==> src/rtl/uart_alu_iface_pkg.sv <==
// Shared definitions for the UART/ALU command stage: FSM states and ALU opcodes.
package uart_alu_iface_pkg;

  typedef enum logic [2:0] {
    WAIT_A  = 3'd0,
    WAIT_B  = 3'd1,
    WAIT_OP = 3'd2,
    CALC    = 3'd3,
    SEND    = 3'd4,
    WAIT_TX = 3'd5
  } state_e;

  localparam logic [5:0] OP_ADD = 6'b100000;
  localparam logic [5:0] OP_SUB = 6'b100010;
  localparam logic [5:0] OP_AND = 6'b100100;
  localparam logic [5:0] OP_OR  = 6'b100101;
  localparam logic [5:0] OP_XOR = 6'b100110;
  localparam logic [5:0] OP_SRA = 6'b000011;
  localparam logic [5:0] OP_SRL = 6'b000010;
  localparam logic [5:0] OP_NOR = 6'b100111;

  // Command phases during which the stage refuses new bytes.
  function automatic logic is_busy_state(input state_e s);
    return (s == CALC) || (s == SEND) || (s == WAIT_TX);
  endfunction

endpackage

==> src/rtl/uart_alu_iface_timer.sv <==
// Inter-byte timeout counter (module rx_timeout_timer).
// Only compiled when INTERBYTE_TIMEOUT_EN is defined; the default build has no
// timeout logic at all.
`ifdef INTERBYTE_TIMEOUT_EN
module rx_timeout_timer #(
  parameter int unsigned TIMEOUT_CYCLES = 40000000
) (
  input  logic clk,
  input  logic rst_n,
  input  logic load,
  input  logic enable,
  output logic expired
);

  localparam int unsigned W = (TIMEOUT_CYCLES > 2) ? $clog2(TIMEOUT_CYCLES) : 1;
  localparam logic [W-1:0] LAST = W'(TIMEOUT_CYCLES - 1);

  logic [W-1:0] cnt_q, cnt_d;

  assign expired = (cnt_q == LAST);

  // Clear on load, otherwise count up and saturate at the expiry value.
  always_comb begin
    cnt_d = cnt_q;
    if (load) begin
      cnt_d = '0;
    end else if (enable && !expired) begin
      cnt_d = cnt_q + W'(1);
    end
  end

  // Counter register.
  always_ff @(posedge clk or negedge rst_n) begin
    if (!rst_n) begin
      cnt_q <= '0;
    end else begin
      cnt_q <= cnt_d;
    end
  end

endmodule
`endif

==> src/rtl/uart_alu_iface.sv <==
// Command stage between UART receiver/transmitter and an external combinational ALU.
// Collects operand A, operand B and opcode bytes, captures the ALU result and
// hands it to the transmitter as one byte.
// Optional macro INTERBYTE_TIMEOUT_EN: abandons a partial command after
// TIMEOUT_CYCLES of silence in WAIT_B/WAIT_OP.
module uart_alu_iface
  import uart_alu_iface_pkg::*;
#(
  parameter int unsigned NBITS          = 8,
  parameter int unsigned NBITS_OP       = 6,
  parameter int unsigned TIMEOUT_CYCLES = 40000000
) (
  input  logic                CLK_100MHZ,
  input  logic                reset,
  input  logic                rx_done_tick,
  input  logic [NBITS-1:0]    rx_data,
  input  logic                tx_done_tick,
  input  logic [NBITS-1:0]    alu_result,
  output logic [NBITS-1:0]    alu_a,
  output logic [NBITS-1:0]    alu_b,
  output logic [NBITS_OP-1:0] alu_op,
  output logic                tx_start,
  output logic [NBITS-1:0]    tx_data,
  output logic                busy
);

  state_e              state_q, state_d;
  logic [NBITS-1:0]    a_q, a_d;
  logic [NBITS-1:0]    b_q, b_d;
  logic [NBITS_OP-1:0] op_q, op_d;
  logic [NBITS-1:0]    tx_data_q, tx_data_d;
  logic                timeout;

`ifdef INTERBYTE_TIMEOUT_EN
  logic in_wait_bop;
  logic tmr_enable;

  // A byte arriving on the expiry cycle wins: counting only runs on silent cycles.
  assign in_wait_bop = (state_q == WAIT_B) || (state_q == WAIT_OP);
  assign tmr_enable  = in_wait_bop && !rx_done_tick;

  rx_timeout_timer #(
    .TIMEOUT_CYCLES(TIMEOUT_CYCLES)
  ) u_rx_timeout_timer (
    .clk     (CLK_100MHZ),
    .rst_n   (reset),
    .load    (!tmr_enable),
    .enable  (tmr_enable),
    .expired (timeout)
  );
`else
  // No timeout in this build; the parameter is accepted but has no effect.
  assign timeout = 1'b0 & (TIMEOUT_CYCLES != 0);
`endif

  assign alu_a    = a_q;
  assign alu_b    = b_q;
  assign alu_op   = op_q;
  assign tx_data  = tx_data_q;
  assign tx_start = (state_q == SEND);
  assign busy     = is_busy_state(state_q);

  // Next-state and register-update decode.
  always_comb begin
    state_d   = state_q;
    a_d       = a_q;
    b_d       = b_q;
    op_d      = op_q;
    tx_data_d = tx_data_q;
    case (state_q)
      WAIT_A: begin
        if (rx_done_tick) begin
          a_d     = rx_data;
          state_d = WAIT_B;
        end
      end
      WAIT_B: begin
        if (rx_done_tick) begin
          b_d     = rx_data;
          state_d = WAIT_OP;
        end else if (timeout) begin
          state_d = WAIT_A;
        end
      end
      WAIT_OP: begin
        if (rx_done_tick) begin
          op_d    = rx_data[NBITS_OP-1:0];
          state_d = CALC;
        end else if (timeout) begin
          state_d = WAIT_A;
        end
      end
      CALC: begin
        tx_data_d = alu_result;
        state_d   = SEND;
      end
      SEND: begin
        state_d = WAIT_TX;
      end
      WAIT_TX: begin
        if (tx_done_tick) begin
          state_d = WAIT_A;
        end
      end
      default: begin
        state_d = WAIT_A;
      end
    endcase
  end

  // State and data registers.
  always_ff @(posedge CLK_100MHZ or negedge reset) begin
    if (!reset) begin
      state_q   <= WAIT_A;
      a_q       <= '0;
      b_q       <= '0;
      op_q      <= '0;
      tx_data_q <= '0;
    end else begin
      state_q   <= state_d;
      a_q       <= a_d;
      b_q       <= b_d;
      op_q      <= op_d;
      tx_data_q <= tx_data_d;
    end
  end

endmodule

==> config.mk <==
export PLATFORM = sky130hd
export DESIGN_NAME = uart_alu_iface
export DESIGN_NICKNAME = d
export VERILOG_FILES = /design/src/rtl/uart_alu_iface_pkg.sv /design/src/rtl/uart_alu_iface_timer.sv /design/src/rtl/uart_alu_iface.sv
export SDC_FILE = /design/constraint.sdc
export NUM_CORES = 1
export LEC_CHECK = 0
export CORE_AREA = 2 2 57 72
export DETAILED_ROUTE_END_ITERATION = 12
export DIE_AREA = 0 0 59 74
export GPL_TIMING_DRIVEN = 0
export HOLD_SLACK_MARGIN = 0.06
export PLACE_DENSITY = 0.65
export REMOVE_ABC_BUFFERS = 1
export SYNTH_ARGS = -nofsm -noshare
export SYNTH_HDL_FRONTEND = slang
export SYNTH_SLANG_ARGS = --single-unit
==> constraint.sdc <==
create_clock -name CLK_100MHZ -period 3.61 [get_ports CLK_100MHZ]
set_clock_uncertainty 0.05 [all_clocks]
set_input_delay 0.361 -clock CLK_100MHZ [delete_from_list [all_inputs] [get_ports CLK_100MHZ]]
set_output_delay 0.361 -clock CLK_100MHZ [all_outputs]
set_load 0.1 [all_outputs]
==> out/metrics.cfg, run 1 <==
[critical_path]
worst-path-buf-inv=1
r2r-end=alu_b[7]$_DFFE_PN0P_
cpMaxStageDelayCell=clkdlybuf4s50_1
worst_case_register_to_register_setup_slack_ns=1.66
critical_path_arrival_ns=2.59
timing.critical_path.slowest_cell_delay_ns=1.15
worstPathRequired_ns=3.20
r2r-start=state_q[0]$_DFFE_PN0P_
rr_worst_depth=3
start_kind=flop
criticalPathCategory=reg -> out
cp_top_family=buffers and inverters
path_max_fanout=10
critical_path.endpoint_type=output pin
timing.critical_path.cells=nand3b_1 > nand2_1 > clkdlybuf4s50_1

[routing]
num_vias=872
detailedRoute.firstPassIterationCount=3
initialDrtViolationCount=29
drt.antenna.violating_nets=0
viasPerCell=4.872
route.detailed.drc=0
postRouteWirelength_um=2910
avgRoutedWirePerCell_um=16.26

[floorplan]
floorplan.io_pins=52
floorplan.initialDensity_pct=36.20
floorplan_die_area_um2=4366
placement_rows=25
die_h_um=74
floorplan.core_area_um2=3691
die-width_um=59

[timing]
final_max_slew_viol_count=0
rsz0062_at_grt=no
tightest_slew_ns=0.9910
fmax_mhz=333.4
setup-violations-final=0
max-slew-margin-rel_pct=33.73
post-route-min-period_ns=2.999
tns_ns=0
count_of_final_hold_check_violations=0
finalCritPeriodShare_pct=83.09

[logic_synthesis]
ys_ff_latch=33
synth.top_cell.area_share_pct=61.80
netlist_instances=85
postSynthAreaPerCell_um2=15.72
synth_top_cell_by_area=dfrtp_1
synthesis.area_um2=1336
post_synth_main_area_contributors=dfrtp_1, mux2_2, nor4b_4, buf_6, nor3b_1
yosys_warnings=0
ys_seq_area_share_pct=61.80
synth.lib_cells_used.distinct=15

[cts]
cts_tree=done
htree_levels=2
cts_hold_buf=0
clock_insertion_delay_at_the_later_pin_of_the_skew_report_ns=0.28
cts-resized-gates=0
cts_setup_buffers=0
cts.sink_count=33
clock-root-buffer=clkbuf_8
cts_buffer_depth=2
worst_setup_hold_path_clk_slew_ns=0.07
cts_inserted_buffers=5

[grt]
via_count_of_the_first_global_routing_pass=962
pin_count_of_the_biggest_net_entering_global_routing=34
number_of_antenna_violations_at_the_first_check_in_global_routing=0
sum_of_overflow_across_all_layers_after_global_routing=0
grt.total_usage_pct=15.02
grt_pass1_wl_um=4692

[layout]
stdcell_count=179
final.fill_count=317
multiInputGateArea_um2=480.5
area_delta_synth_final_pct=47.47
seqCellArea_um2=825.8
nNetsFinal=158
fraction_of_final_layout_cells_sized_beyond_drive_strength_1_pct=30.94
antenna_cells=0

[min_path]
min_path_type=in -> async

[placement]
gp_congestion=0.6853
buffer_ports.inserted=51
detailedPlacementHpwl_um=2108
place_inst=171

[run]
maxCapViolations=0

[outcome]
status=complete, no violations

synth_stat cells:
library cell  count
dfrtp_1          33
a21oi_1           1
nor4b_4           1
nor4b_1           1
nand3b_1          2
nor3b_1           3
buf_2             4
o21ai_0           1
buf_6             2
nand2b_1          2
nor4bb_1          2
mux2_2           30
nand2_1           1
or4_1             1
and2_1            1
worst reg2reg max path: cells and delay by family, from the launching register on:
kind / cells / cell delay, ns
flip-flops: 1 / 0.56
multiplexers: 1 / 0.33
AND/OR/NAND/NOR: 1 / 0.63
buffers and inverters: 1 / 0.27
layout make-up:
cell class / instances / share of cell area (%)
clock inverter: 1 / 0.2540
clock buffer: 7 / 4.889
multi-input combinational: 46 / 24.38
tap: 40 / 2.540
sequential: 33 / 41.90
timing repair buffer: 52 / 26.03
layout by cell type (no fill, tap or decap), drive strengths merged:
cell,count
and2,1
nand2b,2
mux2,30
dfrtp,33
nor3b,3
clkbuf,7
nand2,1
or4,1
clkinv,1
nor4b,2
nand3b,2
a21oi,1
nor4bb,2
clkdlybuf4s50,50
o21ai,1
buf,2
how the worst max path moves through the flow:
stage / from / end / cells past startpoint
after floorplan: state_q[2]$_DFFE_PN0P_ / state_q[0]$_DFFE_PN0P_ / 2
after global placement: rx_done_tick / alu_b[5]$_DFFE_PN0P_ / 3
after detailed placement: rx_done_tick / alu_op[1]$_DFFE_PN0P_ / 3
after CTS: state_q[2]$_DFFE_PN0P_ / busy / 3
after global routing: state_q[2]$_DFFE_PN0P_ / busy / 3
final: state_q[2]$_DFFE_PN0P_ / busy / 3
metrics by stage:
| stage | instance area (um2) | hold WS [ns] | setup WS (ns) | utilization [%] |
|---|---|---|---|---|
| floorplan | 1294 | 0.01541 | 0.4099 | - |
| global placement | 1854 | 0.4389 | 0.5477 | 50.24 |
| detailed placement | 1863 | 0.4166 | 0.8498 | 50.47 |
| CTS | 1964 | 0.1127 | 0.5816 | 53.22 |
| global route | 1971 | 0.1275 | 0.4560 | 53.39 |
| finish | 1971 | 0.08695 | 0.6106 | 53.39 |
flip-flops by register name (all words and copies together) (netlist names):
signal,count
alu_a,8
tx_data,8
alu_b,8
alu_op,6
state_q,3
per-layer routing:
layer | routed length (um) | track usage [%] | vias up
met5 | 0 | 0 | -
met4 | 56 | 7.576 | 0
met3 | 115 | 4.000 | 5
met2 | 1566 | 25.43 | 24
met1 | 1171 | 17.42 | 438
li1 | - | - | 405
kinds of logic (layout without fill, tap and decap cells):
family | Yosys count | count (layout) | synth area share, %
compound gates | 2 | 2 | 0.7483
buf+inv | 6 | 60 | 3.183
flops | 33 | 33 | 61.80
mux | 30 | 30 | 25.28
simple gates | 14 | 14 | 8.988
Power of run 1 is not shown: default switching activity piles up to over one toggle a cycle in this logic, so the estimate is an artifact.
==> run 2: changes to the inputs <==
==> constraint.sdc (replaced) <==
create_clock -name CLK_100MHZ -period 3 [get_ports CLK_100MHZ]
set_clock_uncertainty 0.05 [all_clocks]
set_input_delay 0.3 -clock CLK_100MHZ [delete_from_list [all_inputs] [get_ports CLK_100MHZ]]
set_output_delay 0.3 -clock CLK_100MHZ [all_outputs]
set_load 0.1 [all_outputs]
==> run 2 against run 1 <==
Critical endpoint is now tx_start. Register-to-register slack worse by 0.61 ns. Utilization up 0.34 points. Largest cell class unchanged. Via count is 0.46% higher. Final cell count is 0.56% higher. Global-route usage unchanged. Critical path type unchanged. Worst hold slack gained 0.37 ns. Critical path depth down 1. First-iteration DRC count down 10%. Clock-buffer cell count stayed put. Die area unchanged.
==> out/metrics.cfg, run 2 (same netlist as run 1, synthesis figures left out) <==
[timing]
post-route-min-period_ns=2.668
rsz0062_at_grt=no
setup-violations-final=0  ; unchanged
tns_ns=0  ; unchanged
final_max_slew_viol_count=0  ; unchanged
max-slew-margin-rel_pct=33.73  ; unchanged
fmax_mhz=374.8
finalCritPeriodShare_pct=88.93
post-route-worst-setup-slack_ns=0.3322  ; -0.2784 ns
count_of_final_hold_check_violations=0  ; unchanged
tightest_slew_ns=0.9910  ; unchanged

[cts]
cts_buffer_depth=2  ; unchanged
cts_setup_buffers=0  ; unchanged
cts_tree=done
cts.sink_count=33  ; unchanged
htree_levels=2  ; unchanged
worst_setup_hold_path_clk_slew_ns=0.07  ; about the same
clock_insertion_delay_at_the_later_pin_of_the_skew_report_ns=0.28  ; about the same
cts_inserted_buffers=5  ; unchanged
clock-root-buffer=clkbuf_8

[grt]
pin_count_of_the_biggest_net_entering_global_routing=34  ; unchanged
grt.total_usage_pct=15.02  ; unchanged
via_count_of_the_first_global_routing_pass=964  ; +0.21%
grt_pass1_wl_um=4692  ; unchanged
number_of_antenna_violations_at_the_first_check_in_global_routing=0  ; unchanged
sum_of_overflow_across_all_layers_after_global_routing=0  ; unchanged

[layout]
antenna_cells=0  ; unchanged
finish.instance_area_um2=1983  ; +0.63%
nNetsFinal=159  ; +0.63%
stdcell_count=180  ; +0.56%
fraction_of_final_layout_cells_sized_beyond_drive_strength_1_pct=30.71  ; -0.22 points
area_delta_synth_final_pct=48.41
final_common_cell=clkdlybuf4s50_1
layout.cells.most_common_list=clkdlybuf4s50_1, dfrtp_1, mux2_2, clkbuf_8, nor3b_1

[floorplan]
floorplan.core_area_um2=3691  ; unchanged
floorplan.io_pins=52  ; unchanged
die-width_um=59  ; unchanged
placement_rows=25  ; unchanged
die_h_um=74  ; unchanged
floorplan.initialDensity_pct=36.20  ; unchanged
floorplan_die_area_um2=4366  ; unchanged

[critical_path]
criticalPathCategory=reg -> out
start_kind=flop
timing.critical_path.slowest_cell_delay_ns=1.18  ; +0.03 ns
worstPathRequired_ns=2.65  ; -0.55 ns
critical_path_arrival_ns=2.32  ; -0.27 ns
cpMaxStageDelayCell=clkdlybuf4s50_1
worst-path-buf-inv=1  ; unchanged
critical_path.endpoint_type=output pin
cp_top_family=buffers and inverters
timing.critical_path.cells=nor3b_1 > clkdlybuf4s50_1
path_max_fanout=10  ; unchanged

[placement]
buffer_ports.inserted=51  ; unchanged
place_inst=171  ; unchanged
gp_congestion=0.6853  ; unchanged
place_ws_ns=0.3008  ; -0.5490 ns
detailedPlacementHpwl_um=2108  ; unchanged
dpl_cell_area_um2=1863  ; unchanged

[min_path]
min_path_type=reg -> reg

[routing]
route.detailed.drc=0  ; unchanged
detailedRoute.firstPassIterationCount=3  ; unchanged
avgRoutedWirePerCell_um=16.16  ; -0.59%
viasPerCell=4.867  ; about the same
initialDrtViolationCount=26  ; -10%
num_vias=876  ; +0.46%
drt.antenna.violating_nets=0  ; unchanged
postRouteWirelength_um=2909  ; about the same

[outcome]
status=complete, no violations

[run]
maxCapViolations=0  ; unchanged

-- run 2: changes by cell type in the layout (fill, tap and decap cells not counted), sizes merged --
cell           change
dlymetal6s2s       +1
clkdlybuf4s50      -1
dlygate4sd3        +1
-- run 2: worst reg2reg max path, delay by kind of cell, from the launching register on --
family	cells	cell delay (ns)
buffers and inverters	1	0.27
DFF	1	0.56
and+or+nand+nor	1	0.63
muxes	1	0.33
-- run 2: final timing paths --
check	startpoint	end	slack [ns]	cells after the start
setup reg to reg	state_q[0]$_DFFE_PN0P_	alu_b[7]$_DFFE_PN0P_	1.05	3
max in group asynchronous	reset	tx_data[0]$_DFFE_PN0N_	1.85	2
setup / recovery	state_q[2]$_DFFE_PN0P_	tx_start	0.33	2
min in group asynchronous	reset	alu_op[2]$_DFFE_PN0P_	0.57	2
hold / removal	tx_data[2]$_DFFE_PN0N_	tx_data[2]$_DFFE_PN0N_	0.45	1
hold reg to reg	tx_data[2]$_DFFE_PN0N_	tx_data[2]$_DFFE_PN0N_	0.45	1
-- run 2: layout make-up --
| cell class | instances | area [um2] |
|---|---|---|
| fill | 317 | 1708 |
| clock inverter | 1 | 5.005 |
| sequential | 33 | 825.8 |
| timing repair buffer | 53 | 525.5 |
| multi-input combinational | 46 | 480.5 |
| tap | 40 | 50.05 |
| clock buffer | 7 | 96.34 |
-- run 2: per-stage QoR --
| stage | hold WS (ns) | util, % |
|---|---|---|
| finish | 0.4528 | 53.73 |
| global route | 0.4842 | 53.73 |
| CTS | 0.4566 | 53.49 |
| detailed placement | 0.3556 | 50.47 |
| global placement | 0.4389 | 50.24 |
| floorplan | -0.04559 | - |
-- run 2: what timing repair did --
item	CTS	global route
resized for setup	0	1
endpoints found under the setup margin	0	1
endpoints found under the hold margin	26	0
hold buffers	1	0
-- run 2: routing by layer --
| layer | vias up | global-route usage (%) | part of all wire, % |
|---|---|---|---|
| met5 | - | 0 | 0 |
| met4 | 0 | 7.576 | 1.9 |
| met3 | 5 | 4.000 | 4.0 |
| met2 | 24 | 25.43 | 54 |
| met1 | 440 | 17.42 | 40 |
| li1 | 407 | - | - |
Power of run 2 is left out for the same reason.
==> run 3: changes to the inputs <==
--- a/config.mk
+++ b/config.mk
@@ -10,7 +10,7 @@
 export DIE_AREA = 0 0 59 74
 export GPL_TIMING_DRIVEN = 0
 export HOLD_SLACK_MARGIN = 0.06
-export PLACE_DENSITY = 0.65
+export PLACE_DENSITY = 0.68
 export REMOVE_ABC_BUFFERS = 1
 export SYNTH_ARGS = -nofsm -noshare
 export SYNTH_HDL_FRONTEND = slang
==> constraint.sdc (replaced) <==
create_clock -name CLK_100MHZ -period 2.4 [get_ports CLK_100MHZ]
set_clock_uncertainty 0.05 [all_clocks]
set_input_delay 0.24 -clock CLK_100MHZ [delete_from_list [all_inputs] [get_ports CLK_100MHZ]]
set_output_delay 0.24 -clock CLK_100MHZ [all_outputs]
set_load 0.1 [all_outputs]
==> run 3 against run 2 <==
Final cell count unchanged. Global-route usage decreased by 0.65 points. Via count increased by 1.6%. Design area increased by 0.38%. Die area did not move. Worst hold slack improved by 0.0024 ns. Wire length fell by 3.5%. First-iteration DRC count decreased by 100%. Non-clock buffer count is the same. Sequential cell count is the same. Critical endpoint unchanged.
==> out/metrics.cfg, run 3 (same netlist as run 1, synthesis figures left out) <==
[timing]
setup-violations-final=0  ; unchanged
finalCritPeriodShare_pct=94.58
max-slew-margin-rel_pct=33.75  ; about the same
count_of_final_hold_check_violations=0  ; unchanged
fmax_mhz=440.6
rsz0062_at_grt=no
post-route-min-period_ns=2.270
final_max_slew_viol_count=0  ; unchanged
tightest_slew_ns=0.9797  ; -0.01134 ns

[routing]
initialDrtViolationCount=0  ; -100%
route.detailed.drc=0  ; unchanged
postRouteWirelength_um=2808  ; -3.5%
num_vias=890  ; +1.6%
detailedRoute.firstPassIterationCount=1  ; -2
avgRoutedWirePerCell_um=15.60  ; -3.5%
viasPerCell=4.944  ; +1.6%
drt.antenna.violating_nets=0  ; unchanged

[floorplan]
floorplan.io_pins=52  ; unchanged
die-width_um=59  ; unchanged
floorplan_die_area_um2=4366  ; unchanged
placement_rows=25  ; unchanged
floorplan.core_area_um2=3691  ; unchanged
floorplan.initialDensity_pct=36.20  ; unchanged
die_h_um=74  ; unchanged

[grt]
sum_of_overflow_across_all_layers_after_global_routing=0  ; unchanged
grt_pass1_wl_um=4512  ; -3.8%
number_of_antenna_violations_at_the_first_check_in_global_routing=0  ; unchanged
via_count_of_the_first_global_routing_pass=964  ; unchanged
grt.total_usage_pct=14.37  ; -0.65 points
pin_count_of_the_biggest_net_entering_global_routing=34  ; unchanged

[cts]
cts_tree=done
cts_buffer_depth=2  ; unchanged
cts_inserted_buffers=5  ; unchanged
htree_levels=2  ; unchanged
worst_setup_hold_path_clk_slew_ns=0.07  ; about the same
clock-root-buffer=clkbuf_8
cts_setup_buffers=0  ; unchanged
clock_insertion_delay_at_the_later_pin_of_the_skew_report_ns=0.28  ; about the same
cts.sink_count=33  ; unchanged

[run]
maxCapViolations=0  ; unchanged

[critical_path]
start_kind=flop
worstPathRequired_ns=2.11  ; -0.54 ns
critical_path.endpoint_type=output pin
path_max_fanout=10  ; unchanged
criticalPathCategory=reg -> out
critical_path_arrival_ns=1.98  ; -0.34 ns

[placement]
gp_congestion=0.6340  ; -7.5%
buffer_ports.inserted=51  ; unchanged
place_inst=171  ; unchanged
dpl_cell_area_um2=1869  ; +0.34%
detailedPlacementHpwl_um=2076  ; -1.5%

[layout]
fraction_of_final_layout_cells_sized_beyond_drive_strength_1_pct=30.71  ; unchanged
antenna_cells=0  ; unchanged
area_delta_synth_final_pct=48.97
finish.instance_area_um2=1991  ; +0.38%
nNetsFinal=159  ; unchanged
final_common_cell=clkdlybuf4s50_1
stdcell_count=180  ; unchanged
layout.cells.most_common_list=clkdlybuf4s50_1, dfrtp_1, mux2_2, clkbuf_8, nor3b_1
final.fill_count=327  ; +3.2%

[min_path]
min_path_type=reg -> reg

[outcome]
status=complete, no violations

-- run 3: cell types whose count changed in the layout (fill, tap and decap cells not counted) --
cell             change
clkdlybuf4s15_1      +1
dlymetal6s2s_1       -1
clkbuf_8             -1
clkdlybuf4s50_1      -1
clkinv_2             -1
bufinv_16            +1
buf_2                +1
clkbuf_1             +1
-- run 3: layout make-up --
class	count	area, um2	share of cell area, %
Clock buffer	7	86.33	4.337
Clock inverter	1	30.03	1.508
Multi-Input combinational cell	46	480.5	24.14
Sequential cell	33	825.8	41.48
Tap cell	40	50.05	2.514
Timing Repair Buffer	53	518.0	26.02
-- run 3: worst paths after layout --
path	start	endpoint	slack, ns	cells after the start
min	alu_op[5]$_DFFE_PN0P_	alu_op[5]$_DFFE_PN0P_	0.46	1
min reg2reg	alu_op[5]$_DFFE_PN0P_	alu_op[5]$_DFFE_PN0P_	0.46	1
max in group asynchronous	reset	alu_op[1]$_DFFE_PN0P_	1.33	2
min in group asynchronous	reset	alu_op[5]$_DFFE_PN0P_	0.50	2
max	state_q[2]$_DFFE_PN0P_	tx_start	0.13	2
max reg2reg	state_q[1]$_DFFE_PN0P_	alu_op[1]$_DFFE_PN0P_	0.41	2
-- run 3: what timing repair did --
item,CTS,global route
resized for setup,4,3
hold buffers,1,0
setup endpoints to repair,2,2
endpoints found under the hold margin,33,0
-- run 3: per-layer routing --
layer	part of all wire [%]	vias to the layer above	routed length, um	GRT usage (%)
met5	0	-	0	0
li1	-	408	-	-
met2	53	41	1491	23.70
met1	36	438	1020	15.72
met4	1.1	0	32	3.788
met3	9.4	3	264	8.522
-- run 3: critical path, cell delays in order, from the launching register on --
cell and delay (ns):
dfrtp_1 0.56, nor3b_1 0.27, clkdlybuf4s15_1 0.86
-- run 3: stage by stage --
| stage | setup slack (ns) | util, % | hold WS (ns) | setup TNS, ns |
|---|---|---|---|---|
| final | 0.1302 | 53.93 | 0.4552 | 0 |
| after global routing | 0.0002751 | 53.93 | 0.4801 | 0 |
| after CTS | 0.04429 | 54.07 | 0.4589 | 0 |
| after detailed placement | -0.1930 | 50.64 | 0.2922 | -0.1930 |
| after global placement | -0.5333 | 50.24 | 0.4384 | -6.104 |
| after floorplan | -0.8001 | - | -0.1056 | -1.442 |
Power of run 3 is left out for the same reason.
